===== src/rtl/cordic_issue_ctrl.sv =====
// Bus-side issue controller for the CORDIC custom-instruction unit: register file, issue FSM, timeout, pending slot.
// Optional completion interrupt enabled by defining CORDIC_IRQ_EN.
module cordic_issue_ctrl #(
  parameter int unsigned TIMEOUT_CYCLES = 64,
  parameter int unsigned CNT_W          = 8
) (
  input  logic        clk,
  input  logic        rst_n,
  input  logic [5:0]  address,
  input  logic [31:0] data_in,
  input  logic        data_write,
  input  logic        data_read,
  output logic [31:0] data_out,
  output logic        data_ready,
  output logic [31:0] ci_dataa,
  output logic        ci_start,
  output logic        ci_cos,
  output logic        ci_clk_en,
  output logic        ci_reset,
  input  logic        ci_done,
  input  logic [31:0] ci_result,
  output logic        user_interrupt
);

  localparam int unsigned AW = 6;
  localparam int unsigned DW = 32;
  localparam logic [AW-1:0] ADDR_ARG_SIN = AW'(8'h00);
  localparam logic [AW-1:0] ADDR_ARG_COS = AW'(8'h04);
  localparam logic [AW-1:0] ADDR_RESULT  = AW'(8'h08);
  localparam logic [AW-1:0] ADDR_STATUS  = AW'(8'h0C);

  typedef enum logic [1:0] {S_IDLE, S_ISSUE, S_WAIT} state_t;

  state_t           state_q, state_d;
  logic [CNT_W-1:0] cnt;
  logic             pend_valid, pend_cos;
  logic [DW-1:0]    pend_op;
  logic [DW-1:0]    result;
  logic             valid, timeout, overrun;
  logic             abort_q, rd_stall;
  logic             issue_c, done_hit_c, abort_hit_c;
  logic             busy_c, arg_wr_c, wr_cos_c;
  logic [DW-1:0]    rd_mux_c;

  assign busy_c   = (state_q != S_IDLE);
  assign arg_wr_c = data_write && ((address == ADDR_ARG_SIN) || (address == ADDR_ARG_COS));
  assign wr_cos_c = (address == ADDR_ARG_COS);

  assign ci_clk_en = rst_n;
  assign ci_reset  = ~rst_n | abort_q;

  always_comb begin
    rd_mux_c = '0;
    if (address == ADDR_RESULT)      rd_mux_c = result;
    else if (address == ADDR_STATUS) rd_mux_c = {27'd0, overrun, timeout, pend_valid, valid, busy_c};
  end

  // State register
  always_ff @(posedge clk) begin
    if (!rst_n) state_q <= S_IDLE;
    else        state_q <= state_d;
  end

  // Next-state and control strobes
  always_comb begin
    state_d     = state_q;
    issue_c     = 1'b0;
    done_hit_c  = 1'b0;
    abort_hit_c = 1'b0;
    case (state_q)
      S_IDLE: begin
        if (pend_valid || arg_wr_c) begin
          issue_c = 1'b1;
          state_d = S_ISSUE;
        end
      end
      S_ISSUE: state_d = S_WAIT;
      S_WAIT: begin
        if (ci_done) begin
          done_hit_c = 1'b1;
          state_d    = S_IDLE;
        end else if (cnt == CNT_W'(TIMEOUT_CYCLES - 1)) begin
          abort_hit_c = 1'b1;
          state_d     = S_IDLE;
        end
      end
      default: state_d = S_IDLE;
    endcase
  end

  // Datapath, pending slot, status flags and read port
  always_ff @(posedge clk) begin
    if (!rst_n) begin
      ci_start   <= 1'b0;
      ci_dataa   <= '0;
      ci_cos     <= 1'b0;
      abort_q    <= 1'b0;
      cnt        <= '0;
      pend_valid <= 1'b0;
      pend_cos   <= 1'b0;
      pend_op    <= '0;
      result     <= '0;
      valid      <= 1'b0;
      timeout    <= 1'b0;
      overrun    <= 1'b0;
      rd_stall   <= 1'b0;
      data_ready <= 1'b0;
      data_out   <= '0;
    end else begin
      ci_start   <= issue_c;
      abort_q    <= abort_hit_c;
      data_ready <= 1'b0;
      data_out   <= '0;

      if (issue_c) begin
        ci_dataa <= pend_valid ? pend_op : data_in;
        ci_cos   <= pend_valid ? pend_cos : wr_cos_c;
        valid    <= 1'b0;
      end

      if (state_q == S_ISSUE)     cnt <= '0;
      else if (state_q == S_WAIT) cnt <= cnt + CNT_W'(1);

      // Slot refills in the same cycle it is drained, so an idle-time write never collides
      if (arg_wr_c && (busy_c || pend_valid)) begin
        if (busy_c && pend_valid) begin
          overrun <= 1'b1;
        end else begin
          pend_op    <= data_in;
          pend_cos   <= wr_cos_c;
          pend_valid <= 1'b1;
        end
      end else if (issue_c && pend_valid) begin
        pend_valid <= 1'b0;
      end

      if (data_write && (address == ADDR_STATUS)) begin
        if (data_in[3]) timeout <= 1'b0;
        if (data_in[4] && !(arg_wr_c && busy_c && pend_valid)) overrun <= 1'b0;
      end

      if (done_hit_c) begin
        result <= ci_result;
        valid  <= 1'b1;
      end
      if (abort_hit_c) begin
        timeout <= 1'b1;
        valid   <= 1'b0;
      end

      // A RESULT read while busy parks until the unit completes or the abort pulse has gone out
      if (rd_stall) begin
        if (done_hit_c) begin
          data_ready <= 1'b1;
          data_out   <= ci_result;
          rd_stall   <= 1'b0;
        end else if (abort_q) begin
          data_ready <= 1'b1;
          data_out   <= result;
          rd_stall   <= 1'b0;
        end
      end else if (data_read) begin
        if ((address == ADDR_RESULT) && busy_c) begin
          if (done_hit_c) begin
            data_ready <= 1'b1;
            data_out   <= ci_result;
          end else begin
            rd_stall <= 1'b1;
          end
        end else begin
          data_ready <= 1'b1;
          data_out   <= rd_mux_c;
        end
      end
    end
  end

`ifdef CORDIC_IRQ_EN
  logic irq;

  // Completion interrupt: set wins over a same-cycle clear
  always_ff @(posedge clk) begin
    if (!rst_n) begin
      irq <= 1'b0;
    end else begin
      if ((data_read && !rd_stall && (address == ADDR_RESULT)) ||
          (data_write && (address == ADDR_STATUS) && data_in[1]))
        irq <= 1'b0;
      if (done_hit_c || abort_hit_c) irq <= 1'b1;
    end
  end

  assign user_interrupt = irq;
`else
  assign user_interrupt = 1'b0;
`endif

endmodule

===== config.mk =====
export PLATFORM = sky130hd
export DESIGN_NAME = cordic_issue_ctrl
export DESIGN_NICKNAME = d
export VERILOG_FILES = /design/src/rtl/cordic_issue_ctrl.sv
export SDC_FILE = /design/constraint.sdc
export NUM_CORES = 1
export LEC_CHECK = 0
export CORE_AREA = 2 2 97 146
export DETAILED_ROUTE_END_ITERATION = 12
export DIE_AREA = 0 0 99 148
export PLACE_DENSITY = 0.88
export REMOVE_ABC_BUFFERS = 1
export SETUP_SLACK_MARGIN = 0.2
export SYNTH_ARGS = -nofsm -noshare
export SYNTH_HDL_FRONTEND = slang
export SYNTH_SLANG_ARGS = --single-unit
export TNS_END_PERCENT = 10

===== constraint.sdc =====
create_clock -name clk -period 1.9 [get_ports clk]
set_clock_uncertainty 0.2 [all_clocks]
set_input_delay 0.285 -clock clk [delete_from_list [all_inputs] [get_ports clk]]
set_output_delay 0.285 -clock clk [all_outputs]
set_load 0.005 [all_outputs]

* Yosys cells after proc, flatten, opt, wreduce, memory -nomap -nowiden
Cells that the tools add are included.
** Word-level totals
- Register bits :: 148
- Bits of input ports :: 75
- Output and inout bits :: 70
- Word-level logic and storage cells :: 100
** Operators by class
- Add/subtract/negate cells :: 1
- Equal/unequal tests :: 9
- Mux-type cells :: 45
- Bitwise logic cells :: 3
- Reductions and logical operators :: 26
** Operator list (number)
- two-way mux 32 bit :: 8
- two-way mux 1 bit :: 32
- equality test 6 x 4 -> 1 bit (second input constant) :: 2
- nonzero test 2 bit :: 5
- logical AND 1 bit :: 9
- adder 8 x 1 -> 8 bit (second input constant) :: 1
- equality test 8 x 6 -> 1 bit (second input constant) :: 1
- AND reduction 2 bit :: 4
- equality test 6 x 3 -> 1 bit (second input constant) :: 1
- logical NOT 6 bit :: 1
- two-way mux 2 bit :: 3
- one-hot mux 2 bit (3 select lines) :: 1
- two-way mux 5 bit :: 1
- != test 2 bit (second input constant) :: 2
- OR reduction 2 bit :: 2
- logical OR 1 bit :: 3
- != test 3 bit (second input constant) :: 1
- equality test 2 x 1 -> 1 bit (second input constant) :: 1
- equality test 2 bit (second input constant) :: 1
- logical NOT 2 bit :: 1
- inverter 1 bit :: 2
- logical NOT 1 bit :: 1
- OR 1 bit :: 1

* Depth between registers and ports, before layout
Gate-level depths: netlist of the first run.
- Depth after elaboration :: 9
- Mapped depth :: 7
- Depth with buffers taken out :: 5

* Worst setup path after synthesis of the first run
Ideal clock, no wire load.
- Path type :: in2reg
- Start :: input address[5]
- End :: register pend_op[17]
- Library setup time :: 123 ps
- Data arrival time :: 1651 ps
- Data required time :: 1577 ps
- Path slack :: -74 ps
- Cell stages on the path :: 6
- Buffers on the path :: 3
- Cell sequence :: or4_1 > buf_2 > a211oi_2 > buf_2 > clkbuf_2 > o21ai_0
** On the way
- Word-level cells in the longest chain between the ends :: 5
- Elaborated cells between the ends (all ways) :: 6
- Those cells by class :: 1 x eq/ne; 5 x reduce/logical
** RTL lines
- start, declared :: line 9 : input logic [5:0] address,
- equality test 6 x 3 -> 1 bit / logical NOT 6 bit (equally long branches) :: line 46 : assign arg_wr_c = data_write && ((address == ADDR_ARG_SIN) || (address == ADDR_ARG_COS));
- logical OR 1 bit * :: line 46
- logical AND 1 bit * :: line 46
- logical AND 1 bit * :: line 125 : if (arg_wr_c && (busy_c || pend_valid)) begin
- AND reduction 2 bit (no line) *
- end signal, assigned :: line 129 : pend_op <= data_in;
- end, declared :: line 37 : logic [DW-1:0] pend_op;
Every way passes the cells marked *; elsewhere a longest branch is shown, timed or not.
A chain may end at the register's enable or synchronous reset.

* Worst setup path in the final report of the first run
- Start :: input address[5]
- End :: register pend_op[19]
Same word-level chain as after synthesis.

==> flow_metrics.tcl, run 1 <==
set metrics [dict create \
    yosys.cell_types.count 48 \
    worst_slew_margin_rel_pct 62.88 \
    worst_r2r_path_depth 7 \
    critPathArrivalTime_ps 2070 \
    drcViolationCount 0 \
    timing.hold.worst_endpoint "rd_stall" \
    drtIter0Drc 211 \
    path_max_fanout 17 \
    ys_async_sr_fraction_pct 0 \
    start_util_pct 44.57 \
    worstSkewPairLatency_ps 420 \
    syn_area_mm2 0.005944 \
    post_route_cells_drive_above_1_share_pct 20.30 \
    achievable-frequency_mhz 520.0 \
    largest_net_degree_at_the_start_of_global_routing 135 \
    die_h_um 148 \
    most_frequent_cells_in_the_layout "dfxtp_1 (141), nand2_1 (102), clkdlybuf4s50_1 (71), dlygate4sd2_1 (60), nand2_2 (35)" \
    worstSetupPathType "input port to flip-flop" \
    worst_setup_path_end_kind "flip-flop" \
    cts-root-to-sink-buffers 2 \
    ctsRootBufferMaster "clkbuf_16" \
    netlist_instances 635 \
    synth-warning-count 0 \
    worst_slack_ps -23.21 \
    finalNetCount 876 \
    status "complete, but fails checks" \
    placement_rows 52 \
    slew_viol_final 0 \
    x_dimension_of_the_die_um 99 \
    critPathLaunchType "input port" \
    power.leakage_nw 3.942 \
    totalNegativeSetupSlack_ps -82.77 \
    launching_point_of_the_worst_reg2reg_path "state_q[1]" \
    clock_sink_count 148 \
    grt_util_all_layers_pct 21.86 \
    violations "negative setup slack" \
    r2r_end "pend_op[19]" \
    final_number_of_hold_violating_endpoints 0 \
    power.density_mw_per_mm2 777.7 \
    layout.area.seq_mm2 0.002977 \
    hold_start "rst_n" \
    design_area_mm2 0.008945 \
    final.fill_count 1011 \
    setup_violations 7 \
    synth.yosys.seq_area_share_pct 49.84 \
    irDropWorstVdd_v 0.0005748 \
    vias_per_cell 5.490 \
    gpl.final_weighted_congestion 0.8264 \
    post-layout-total-power_mw 6.956 \
    fp.dieArea_mm2 0.01465 \
    top_level_ports 145 \
    r2r_slack_ps 0 \
    critPathRequiredTime_ps 2050 \
    totalWireLength_um 16630 \
    fin_crit_sh_pct 101.2 \
    cts_tree "built" \
    worst_hold_path_type "input port to flip-flop" \
    clkSlewWorstSetupHoldPaths_ps 60 \
    hold_buffers 0 \
    average_detailed_routed_wire_length_per_instance_um 17.05 \
    firstDrtPassIters 4 \
    grt_antenna_before_repair 0 \
    detailed_place.area_mm2 0.007717 \
    dpl.hpwl_um 9155 \
    areaGrowthSynthToFinish_pct 50.47 \
    cts_buffers 17 \
    portBuffers 143 \
    number_of_enable_type_register_cells_in_the_synthesized_netlist 0 \
    final_common_cell "dfxtp_1" \
    global_route.overflow_total 0 \
    post_synth.cell_area_avg_um2 9.361 \
    postSynth.topFlopCell "dfxtp_1" \
    maxCapViolations 0 \
    detail-route-antenna-nets 0 \
    num_vias 5353 \
    pre_cts_ws_ps -737.4 \
    core_mm2 0.01334 \
    multi_input_area_mm2 0.002968 \
    min_path_cells 3 \
    fin_crit_ps 1923 \
    grt_pass1_vias 5143 \
    insertedDiodeCount 0 \
    slew_of_the_pin_with_the_lowest_slew_margin_ps 556.8 \
    flop_and_latch_count_out_of_synthesis 148 \
    grt_first_pass_wirelength_um 25550 \
    clock_tree.htree_level_count 4 \
    setup_repair_after_global_routing_missed_its_margin "yes" \
]
-- where the power goes --
group,switching (mW),internal (mW)
combinational,0.168,0.221
sequential,0.00659,3.11
clock,1.31,2.14
-- synthesized netlist by cell type, types with 9 or more instances --
| master | number | area share, % |
|---|---|---|
| a21boi_0 | 39 | 4.9 |
| a21oi_1 | 9 | 0.76 |
| a32o_1 | 27 | 4.5 |
| buf_2 | 11 | 0.93 |
| buf_4 | 10 | 1.3 |
| clkbuf_1 | 27 | 1.7 |
| dfxtp_1 | 148 | 50 |
| mux2i_1 | 33 | 5.6 |
| nand2_1 | 137 | 8.7 |
| nand3_1 | 34 | 2.9 |
| nand4_1 | 11 | 1.2 |
| nor2_1 | 10 | 0.63 |
| o211a_1 | 32 | 5.4 |
| o21ai_0 | 38 | 3.2 |
-- per-stage QoR --
stage | instances | hold WS, ps | util, %
global route | 975 | 61.83 | 67.06
detailed placement | 922 | 243.8 | 57.86
finish | 975 | 50.57 | 67.06
floorplan | 579 | 201.1 | -
CTS | 971 | 19.99 | 65.19
global placement | 922 | 236.7 | 57.86
-- area by class of cell --
class | instances | share of cell area [%]
Clock buffer | 21 | 5.148
Clock inverter | 11 | 1.665
Inverter | 2 | 0.08393
Multi-Input combinational cell | 429 | 33.18
Sequential cell | 148 | 33.28
Tap cell | 162 | 2.266
Timing Repair Buffer | 202 | 24.38
-- layer usage --
metal	vias up	global-route usage [%]	wire length (um)	share of wire [%]
met5	-	0	0	0
met4	0	8.630	189	1.1
met1	2566	24.84	6782	41
met2	184	38.65	8710	52
li1	2590	-	-	-
met3	13	5.721	946	5.7
-- what timing repair did --
| action | 4_1_cts | 5_1_grt |
|---|---|---|
| gates cloned | 8 | 2 |
| pin swaps | 35 | 38 |
| hold endpoints to repair | 0 | 0 |
| setup buffers | 9 | 2 |
| resized for setup | 151 | 65 |
| endpoints found under the setup margin | 162 | 147 |
-- worst max path at each step --
| stage | end | cells after the start | from | slack, ps |
|---|---|---|---|---|
| floorplan | pend_cos | 3 | pend_valid | -2500 |
| global placement | pend_cos | 7 | address[5] | -650 |
| detailed placement | pend_cos | 7 | address[5] | -740 |
| CTS | pend_cos | 7 | pend_valid | -2 |
| global route | pend_op[19] | 7 | pend_valid | -70 |
| finish | pend_op[19] | 9 | address[5] | -20 |
-- worst max-delay path, cell delays in order --
cell and delay (ps):
dlygate4sd2_1 240, or4_4 580, buf_6 150, a211oi_4 190
buf_4 150, buf_6 120, buf_16 160, nand3_2 70
o21ai_1 110
-- registers in the layout, indices dropped and copies added (netlist names) --
register    count
abort_q         1
ci_cos          1
ci_dataa       32
ci_start        1
cnt             8
data_out       32
data_ready      1
overrun         1
pend_cos        1
pend_op        32
pend_valid      1
rd_stall        1
result         32
state_q         2
timeout         1
valid           1
-- cells by family (layout without fill, tap and decap cells) --
group | after synthesis | after routing | synth area share, %
flip-flops | 148 | 148 | 49.84
other | 1 | 1 | 0.06308
XOR/XNOR | 6 | 6 | 0.8840
buffers and inverters | 58 | 236 | 4.546
AND/OR/NAND/NOR | 221 | 221 | 16.61
AO/OA/AOI/OAI | 167 | 167 | 22.29
adder cells (fa/ha/maj) | 1 | 1 | 0.2104
multiplexers | 33 | 33 | 5.557
Power figures use the tool's default switching activity.
==> run 2, diff against run 1 <==
- CTS_CLUSTER_SIZE: not set -> 25
==> results of run 2 <==
Final layout, timing and power as in run 1 (identical DEF).
